**src/rtl/trig_arb_pkg.sv**
```systemverilog
// Shared definitions for the trigger arbiter: state encoding, counter width
// and the default parameter values.
package trig_arb_pkg;

   typedef enum logic [1:0] {
      S_IDLE = 2'd0,
      S_HOLD = 2'd1,
      S_WAIT = 2'd2,
      S_GAP  = 2'd3
   } state_t;

   localparam int CNT_W           = 4;
   localparam int DEF_N_REQ       = 4;
   localparam int DEF_HOLD_CYC    = 3;
   localparam int DEF_TIMEOUT_CYC = 8;
   localparam int DEF_GAP_CYC     = 1;

endpackage

```
**src/rtl/rr_pick.sv**
```systemverilog
// Combinational round-robin picker: the first requester above last_winner
// wins, otherwise the lowest-numbered requester wins.
module rr_pick
   import trig_arb_pkg::*;
#(
   parameter int N_REQ = DEF_N_REQ,
   parameter int IDX_W = (N_REQ > 1) ? $clog2(N_REQ) : 1
) (
   input  logic [N_REQ-1:0] req,
   input  logic [IDX_W-1:0] last_winner,
   output logic [N_REQ-1:0] winner
);

   logic found;

   always_comb begin
      winner = '0;
      found  = 1'b0;
      for (int i = 0; i < N_REQ; i++) begin
         if (!found && req[i] && (i > int'(last_winner))) begin
            winner[i] = 1'b1;
            found     = 1'b1;
         end
      end
      // Wrap-around pass: nobody above last_winner is asking.
      for (int i = 0; i < N_REQ; i++) begin
         if (!found && req[i]) begin
            winner[i] = 1'b1;
            found     = 1'b1;
         end
      end
   end

endmodule

```
**src/rtl/trigger_arbiter.sv**
```systemverilog
// Arbitrates a single shared trigger generator between N_REQ requesters:
// hold enable, wait for the returned trigger (or time out), then a gap.
module trigger_arbiter
   import trig_arb_pkg::*;
#(
   parameter int N_REQ       = DEF_N_REQ,
   parameter int HOLD_CYC    = DEF_HOLD_CYC,
   parameter int TIMEOUT_CYC = DEF_TIMEOUT_CYC,
   parameter int GAP_CYC     = DEF_GAP_CYC
) (
   input  logic             clk,
   input  logic             rst,
   input  logic [N_REQ-1:0] req,
   input  logic             trigger_in,
   output logic             ena_out,
   output logic [N_REQ-1:0] grant,
   output logic [N_REQ-1:0] done,
   output logic [N_REQ-1:0] err,
   output logic             busy
);

   localparam int IDX_W = (N_REQ > 1) ? $clog2(N_REQ) : 1;
   localparam logic [CNT_W-1:0] HOLD_LOAD = CNT_W'(HOLD_CYC - 1);
   localparam logic [CNT_W-1:0] TOUT_LOAD = CNT_W'(TIMEOUT_CYC - 1);
   localparam logic [CNT_W-1:0] GAP_LOAD  = CNT_W'((GAP_CYC > 0) ? GAP_CYC - 1 : 0);

   state_t             state, state_nxt;
   logic [CNT_W-1:0]   cnt, cnt_nxt;
   logic [IDX_W-1:0]   last_winner, last_winner_nxt;
   logic [IDX_W-1:0]   owner, owner_nxt, winner_idx;
   logic               trig_seen, trig_seen_nxt;
   logic               ena_nxt, busy_nxt, finish;
   logic [N_REQ-1:0]   winner, grant_nxt, done_nxt, err_nxt;

   rr_pick #(.N_REQ(N_REQ), .IDX_W(IDX_W)) u_pick (
      .req         (req),
      .last_winner (last_winner),
      .winner      (winner)
   );

   always_comb begin
      winner_idx = '0;
      for (int i = 0; i < N_REQ; i++) begin
         if (winner[i]) winner_idx = IDX_W'(i);
      end
   end

   always_ff @(posedge clk) begin
      if (rst) begin
         state       <= S_IDLE;
         cnt         <= '0;
         last_winner <= IDX_W'(N_REQ - 1);
         owner       <= '0;
         trig_seen   <= 1'b0;
         ena_out     <= 1'b0;
         grant       <= '0;
         done        <= '0;
         err         <= '0;
         busy        <= 1'b0;
      end else begin
         state       <= state_nxt;
         cnt         <= cnt_nxt;
         last_winner <= last_winner_nxt;
         owner       <= owner_nxt;
         trig_seen   <= trig_seen_nxt;
         ena_out     <= ena_nxt;
         grant       <= grant_nxt;
         done        <= done_nxt;
         err         <= err_nxt;
         busy        <= busy_nxt;
      end
   end

   always_comb begin
      state_nxt       = state;
      cnt_nxt         = cnt;
      last_winner_nxt = last_winner;
      owner_nxt       = owner;
      trig_seen_nxt   = trig_seen;
      grant_nxt       = grant;
      done_nxt        = '0;
      err_nxt         = '0;
      finish          = 1'b0;

      case (state)
         S_IDLE: begin
            if (|req) begin
               state_nxt     = S_HOLD;
               cnt_nxt       = HOLD_LOAD;
               grant_nxt     = winner;
               owner_nxt     = winner_idx;
               trig_seen_nxt = 1'b0;
            end
         end
         S_HOLD: begin
            if (trigger_in) trig_seen_nxt = 1'b1;
            if (cnt == '0) begin
               state_nxt = S_WAIT;
               cnt_nxt   = TOUT_LOAD;
            end else begin
               cnt_nxt = cnt - 1'b1;
            end
         end
         S_WAIT: begin
            // A trigger caught during HOLD ends WAIT on its first cycle.
            if (trig_seen || trigger_in) begin
               done_nxt = grant;
               finish   = 1'b1;
            end else if (cnt == '0) begin
               err_nxt = grant;
               finish  = 1'b1;
            end else begin
               cnt_nxt = cnt - 1'b1;
            end
         end
         S_GAP: begin
            if (cnt == '0) begin
               state_nxt       = S_IDLE;
               cnt_nxt         = '0;
               grant_nxt       = '0;
               last_winner_nxt = owner;
            end else begin
               cnt_nxt = cnt - 1'b1;
            end
         end
         default: state_nxt = S_IDLE;
      endcase

      if (finish) begin
         if (GAP_CYC == 0) begin
            state_nxt       = S_IDLE;
            cnt_nxt         = '0;
            grant_nxt       = '0;
            last_winner_nxt = owner;
         end else begin
            state_nxt = S_GAP;
            cnt_nxt   = GAP_LOAD;
         end
      end

      ena_nxt  = (state_nxt == S_HOLD);
      busy_nxt = (state_nxt != S_IDLE);
   end

endmodule

```
**config.mk**
```make
export PLATFORM = sky130hd
export DESIGN_NAME = trigger_arbiter
export DESIGN_NICKNAME = d
export VERILOG_FILES = /design/src/rtl/trig_arb_pkg.sv /design/src/rtl/rr_pick.sv /design/src/rtl/trigger_arbiter.sv
export SDC_FILE = /design/constraint.sdc
export NUM_CORES = 1
export LEC_CHECK = 0
export CAP_MARGIN = 20
export CELL_PAD_IN_SITES_DETAIL_PLACEMENT = 1
export CELL_PAD_IN_SITES_GLOBAL_PLACEMENT = 1
export CORE_MARGIN = 1.5
export CORE_UTILIZATION = 40
export CTS_CLUSTER_DIAMETER = 30
export DETAILED_ROUTE_END_ITERATION = 8
export PLACE_DENSITY_LB_ADDON = 0.1
export REMOVE_ABC_BUFFERS = 1
export SLEW_MARGIN = 10
export SYNTH_ARGS = -nofsm -noshare
export SYNTH_HDL_FRONTEND = slang
export SYNTH_HIERARCHICAL = 1
export SYNTH_SLANG_ARGS = --single-unit
```
**constraint.sdc**
```tcl
create_clock -name clk -period 3.1 [get_ports clk]
set_clock_uncertainty 0.2 [all_clocks]
set_input_delay 0.775 -clock clk [delete_from_list [all_inputs] [get_ports clk]]
set_output_delay 0.775 -clock clk [all_outputs]
set_load 0.02 [all_outputs]
```
* Word-level counts from Yosys, hierarchy flattened *
Cells that the tools add are included.

cells by class
  magnitude comparators = 3
  bitwise operators = 3
  reduce and logical (&&, ||, !) cells = 30
  muxes and demuxes = 35
  equality and inequality tests = 9
  $add $sub $neg = 1

operators with widths
  kind                                                          number
  2-to-1 mux 4 bit                                              7
  2-to-1 mux 1 bit                                              18
  case mux 4 bit (4 select lines)                               1
  2-to-1 mux 2 bit                                              6
  != test 2 bit, second input constant                          5
  logical AND 1 bit                                             9
  AND reduction 3 bit                                           3
  case mux 4 bit (2 select lines)                               1
  OR reduction 4 bit                                            2
  logical NOT 1 bit                                             6
  case mux 2 bit (3 select lines)                               1
  nonzero test 2 bit                                            3
  equality test 2 x 1 -> 1 bit, second input constant           2
  equality test 2 bit, second input constant                    2
  greater-than comparator 2 bit, first input constant           2
  logical NOT 4 bit                                             1
  AND reduction 2 bit                                           2
  subtractor 4 x 1 -> 4 bit, second input constant              1
  inverter 1 bit                                                3
  OR reduction 3 bit                                            1
  greater-than comparator 1 x 2 -> 1 bit, first input constant  1
  logical NOT 2 bit                                             1
  case mux 1 bit (2 select lines)                               1
  OR reduction 2 bit                                            1
  logical OR 1 bit                                              1

word-level totals
  register bits after elaboration = 25
  output and inout bits = 14
  input port bits = 7
  word-level logic and storage cells = 91

* Longest topological paths before layout *
  depth in word-level cells = 25
  depth in mapped cells = 7
  depth with buffers taken out = 6

* By module *
The synthesis kept the hierarchy.

modules (own cells, without submodules)
  module           times used  area each (um2)  cells an instance
  trigger_arbiter  1           1019.7           108
  rr_pick          1           97.6             16

* Worst setup path before layout *
OpenSTA, ideal clock, no wires.

  kind = input port to flip-flop
  start point = input req[1]
  end point = register grant[0]
  data required time = 2.835 ns
  buffers on the path = 0
  path slack = 1.091 ns
  arrival time = 1.743 ns
  setup time = 0.065 ns
  stages on the path = 4
  cell sequence = or4_4 -> a22oi_2 -> a22oi_1 -> nor2_1

between the ends
  cells in the longest elaborated chain, start to end = 15
  elaborated cells on any way between the ends = 18

ends and longest elaborated chain
  item                             RTL line               RTL
  start: declaration               trigger_arbiter.sv:13  input logic [N_REQ-1:0] req,
  logical AND 1 bit                rr_pick.sv:20          if (!found && req[i] && (i > int'(last_winner))) begin
  2-to-1 mux 1 bit                 rr_pick.sv:20
  logical NOT 1 bit                rr_pick.sv:20
  logical AND 1 bit (2 in series)  rr_pick.sv:20
  2-to-1 mux 1 bit                 rr_pick.sv:20
  logical NOT 1 bit                rr_pick.sv:20
  logical AND 1 bit (2 in series)  rr_pick.sv:20
  2-to-1 mux 1 bit                 rr_pick.sv:20
  logical NOT 1 bit                rr_pick.sv:27          if (!found && req[i]) begin
  logical AND 1 bit                rr_pick.sv:27
  2-to-1 mux 1 bit                 rr_pick.sv:27
  2-to-1 mux 4 bit                 trigger_arbiter.sv:87  if (|req) begin
  case mux 4 bit (2 select lines)  trigger_arbiter.sv:85  case (state)
  end signal: assignment           trigger_arbiter.sv:67  grant <= grant_nxt;
  end: declaration                 trigger_arbiter.sv:16  output logic [N_REQ-1:0] grant,

Parallel ways exist; a longest one is shown, timed or not. The select of a mux whose other input is x is not followed.
A chain may end at the register's enable or synchronous reset.

* Worst setup path after layout *
Same ends and word-level chain as after synthesis.

==> out/metrics.yaml <==
status: "complete, no violations"
cts_root_buffer: "clkbuf_4"
area_growth_pct: 23.3
hold_path.class: "flip-flop to flip-flop"
drt-total-wl_mm: 2.65
ys_warn_count: 6
ir_drop_mv: 0.513
finalPower_mw: 1.18
synthMuxAreaShare: 0.0134
post-dp-hpwl_mm: 2.07
setup_tns_ps: 0
synthSimpleGateAreaFrac: 0.265
grt-ovfl-total: 0
worstSetupPathType: "input port to flip-flop"
vias_per_cell: 5.59
h-tree-depth: 1
setup_viol: 0
cp_slowest_cell: "or4_4"
fp.dieH_um: 55.9
fmax_mhz: 421
fin_area_um2: 1380
antenna_found_initial: 0
syn_inst: 124
routabilityCongestion: 0.751
post_drt_wl_per_cell_um: 15.1
nets: 156
cp_top_family: "simple AND/OR/NAND/NOR gates"
postSynthAreaPerCell_um2: 9.01
clk_pin_slew_ps: 140
start_util: 0.435
fill_cells: 322
synth_xor_area_frac: 0.00784
cp.required_ps: 3160
ys_types: 37
dr.pass1.iters: 4
drv_slew: 0
grt_setup_unrepaired: "false"
drt-met1-wl_mm: 1.23
n_antenna_cell: 0
route.met3.wl_um: 81
end_kind: "flip-flop"
grt_pass1_vias: 990
worst_path_largest_cell_delay_ps: 630
synth-adder-area-share: 0.0224
grt_max_degree: 17
placed_area_um2: 1350
post-route-period-util: 0.766
postCtsResizedCells: 0
crit_path_start_kind: "input port"
via_count: 984
numPortBuffers: 20
critPathMaxFanout: 8
finalHoldViolations: 0
dr_wl_met2_mm: 1.33
worst_slew_pin_slew_ps: 633
top_layer: "met4"
synth_compound_area_frac: 0.205
drive_above_1_share: 0.0959
p_per_area_nw_per_um2: 858
arrival_ps: 2440
drtIter0Drc: 11
critPathBufInv: 1
cts_sinks: 25
core_um2: 2570
drc_errors: 0
holdWs_ps: 294
clock_path_buffers: 2
dieArea_um2: 3120
pin_count: 21
cts_tree: "done"
syn-cell-area_um2: 1120
track_usage: 0.184
final-instance-count-excl-fill: 176
synth_top_family_by_area: "simple AND/OR/NAND/NOR gates"
rows: 18
fin_crit_ps: 2380
crit_chain: "clkdlybuf4s50_1, or4_4, a22oi_2, a22oi_1, nor2_1"
setup_ws_ps: 725
cts_setup_buffers: 0
p_leak_nw: 0.538
placed_cells: 172
die_w_um: 55.9
dp_slack_ps: 397
ctsHoldBuffers: 0
utilization: 0.537
slew_headroom: 0.574
max-cap-violations: 0
seq_area_frac_synth: 0.448
postRouteAntennaNets: 0
cts_inserted_buffers: 3
clock_latency_ps: 310
grt_pass1_wl_mm: 4.65
ys_ff_latch: 25
## cell families (layout without fill, tap and decap cells)
family	count (synthesis)	after routing
DFF	25	25
buffers and inverters	10	32
muxes	1	1
xor gates and xnor gates	1	1
adders and majority gates	2	2
and+or+nand+nor	53	53
AOI/OAI and AO/OA	32	32
## registers in the layout (all words and copies together) (netlist names)
register     cells
grant            4
ena_out          1
busy             1
owner            2
state            2
err              4
cnt              4
last_winner      2
trig_seen        1
done             4
## power breakdown
part | switching [mW] | internal, mW
Clock | 0.0975 | 0.0482
Sequential | 0.106 | 0.398
Combinational | 0.285 | 0.247
## synth_stat cells
master	n	area [µm²]
nand2b_1	1	6.26
and2b_1	1	7.51
nand2_1	5	18.8
o221a_2	1	11.3
a211oi_1	4	30.0
or3b_4	1	11.3
a21o_1	1	7.51
o21ai_0	4	20.0
o211a_1	1	10.0
clkbuf_1	2	7.51
or4_4	1	11.3
dfxtp_1	25	500
inv_1	6	22.5
ha_1	2	25.0
mux2_4	1	15.0
a211o_1	2	17.5
nor4_1	3	18.8
and3_1	2	12.5
o311a_1	1	10.0
nand3b_1	2	15.0
nor2_1	17	63.8
a31oi_1	1	6.26
nor3b_1	1	7.51
a22oi_1	3	22.5
a22oi_2	1	12.5
o31a_2	1	10.0
a221oi_1	2	17.5
a21oi_1	9	45.0
buf_4	1	7.51
a32oi_1	1	8.76
nor3_4	1	16.3
and4bb_2	1	12.5
buf_2	1	5.00
and2_1	8	50.1
nand3_1	1	5.00
xnor2_1	1	8.76
nor3_1	8	40.0
## cell usage in the layout, fill, tap and decap left out, types with 2 or more instances in the layout
cell type	synthesis	layout
nand2_1	5	5
nand3b_1	2	2
and2_1	8	8
ha_1	2	2
a211o_1	2	2
clkbuf_4	0	3
nor4_1	3	3
a211oi_1	4	4
a22oi_1	3	3
inv_1	6	6
nor3_1	8	8
dfxtp_1	25	25
and3_1	2	2
clkdlybuf4s50_1	0	20
buf_4	1	2
o21ai_0	4	4
nor2_1	17	17
a221oi_1	2	2
a21oi_1	9	9
## worst min-delay path: stages (launching register included)
cell and delay (ps):
dfxtp_1 350, nand2_1 60, a21oi_1 50
## final cells by class
cell class | instances | area [µm²] | area share
inverters | 6 | 22.5 | 0.0163
clock buffers | 3 | 22.5 | 0.0163
clock inverters | 1 | 5.00 | 0.00363
flip-flops and latches | 25 | 500 | 0.363
repair buffers | 22 | 215 | 0.156
well taps | 30 | 37.5 | 0.0272
multi-input cells | 89 | 574 | 0.417
## per-layer routing
| metal | GRT usage | vias up |
|---|---|---|
| met4 | 0.0306 | 0 |
| met3 | 0.0326 | 2 |
| li1 | - | 494 |
| met5 | 0 | - |
| met1 | 0.242 | 474 |
| met2 | 0.320 | 14 |
## path summary, 6_finish.rpt
kind	cells after the start	end	slack, ps	from
setup / recovery	5	grant[0]	720	req[1]
hold / removal	2	cnt[1]	290	cnt[1]
setup reg to reg	4	err[2]	970	state[1]
hold reg to reg	2	cnt[1]	290	cnt[1]
No activity file was read; power rests on OpenSTA's default activity.
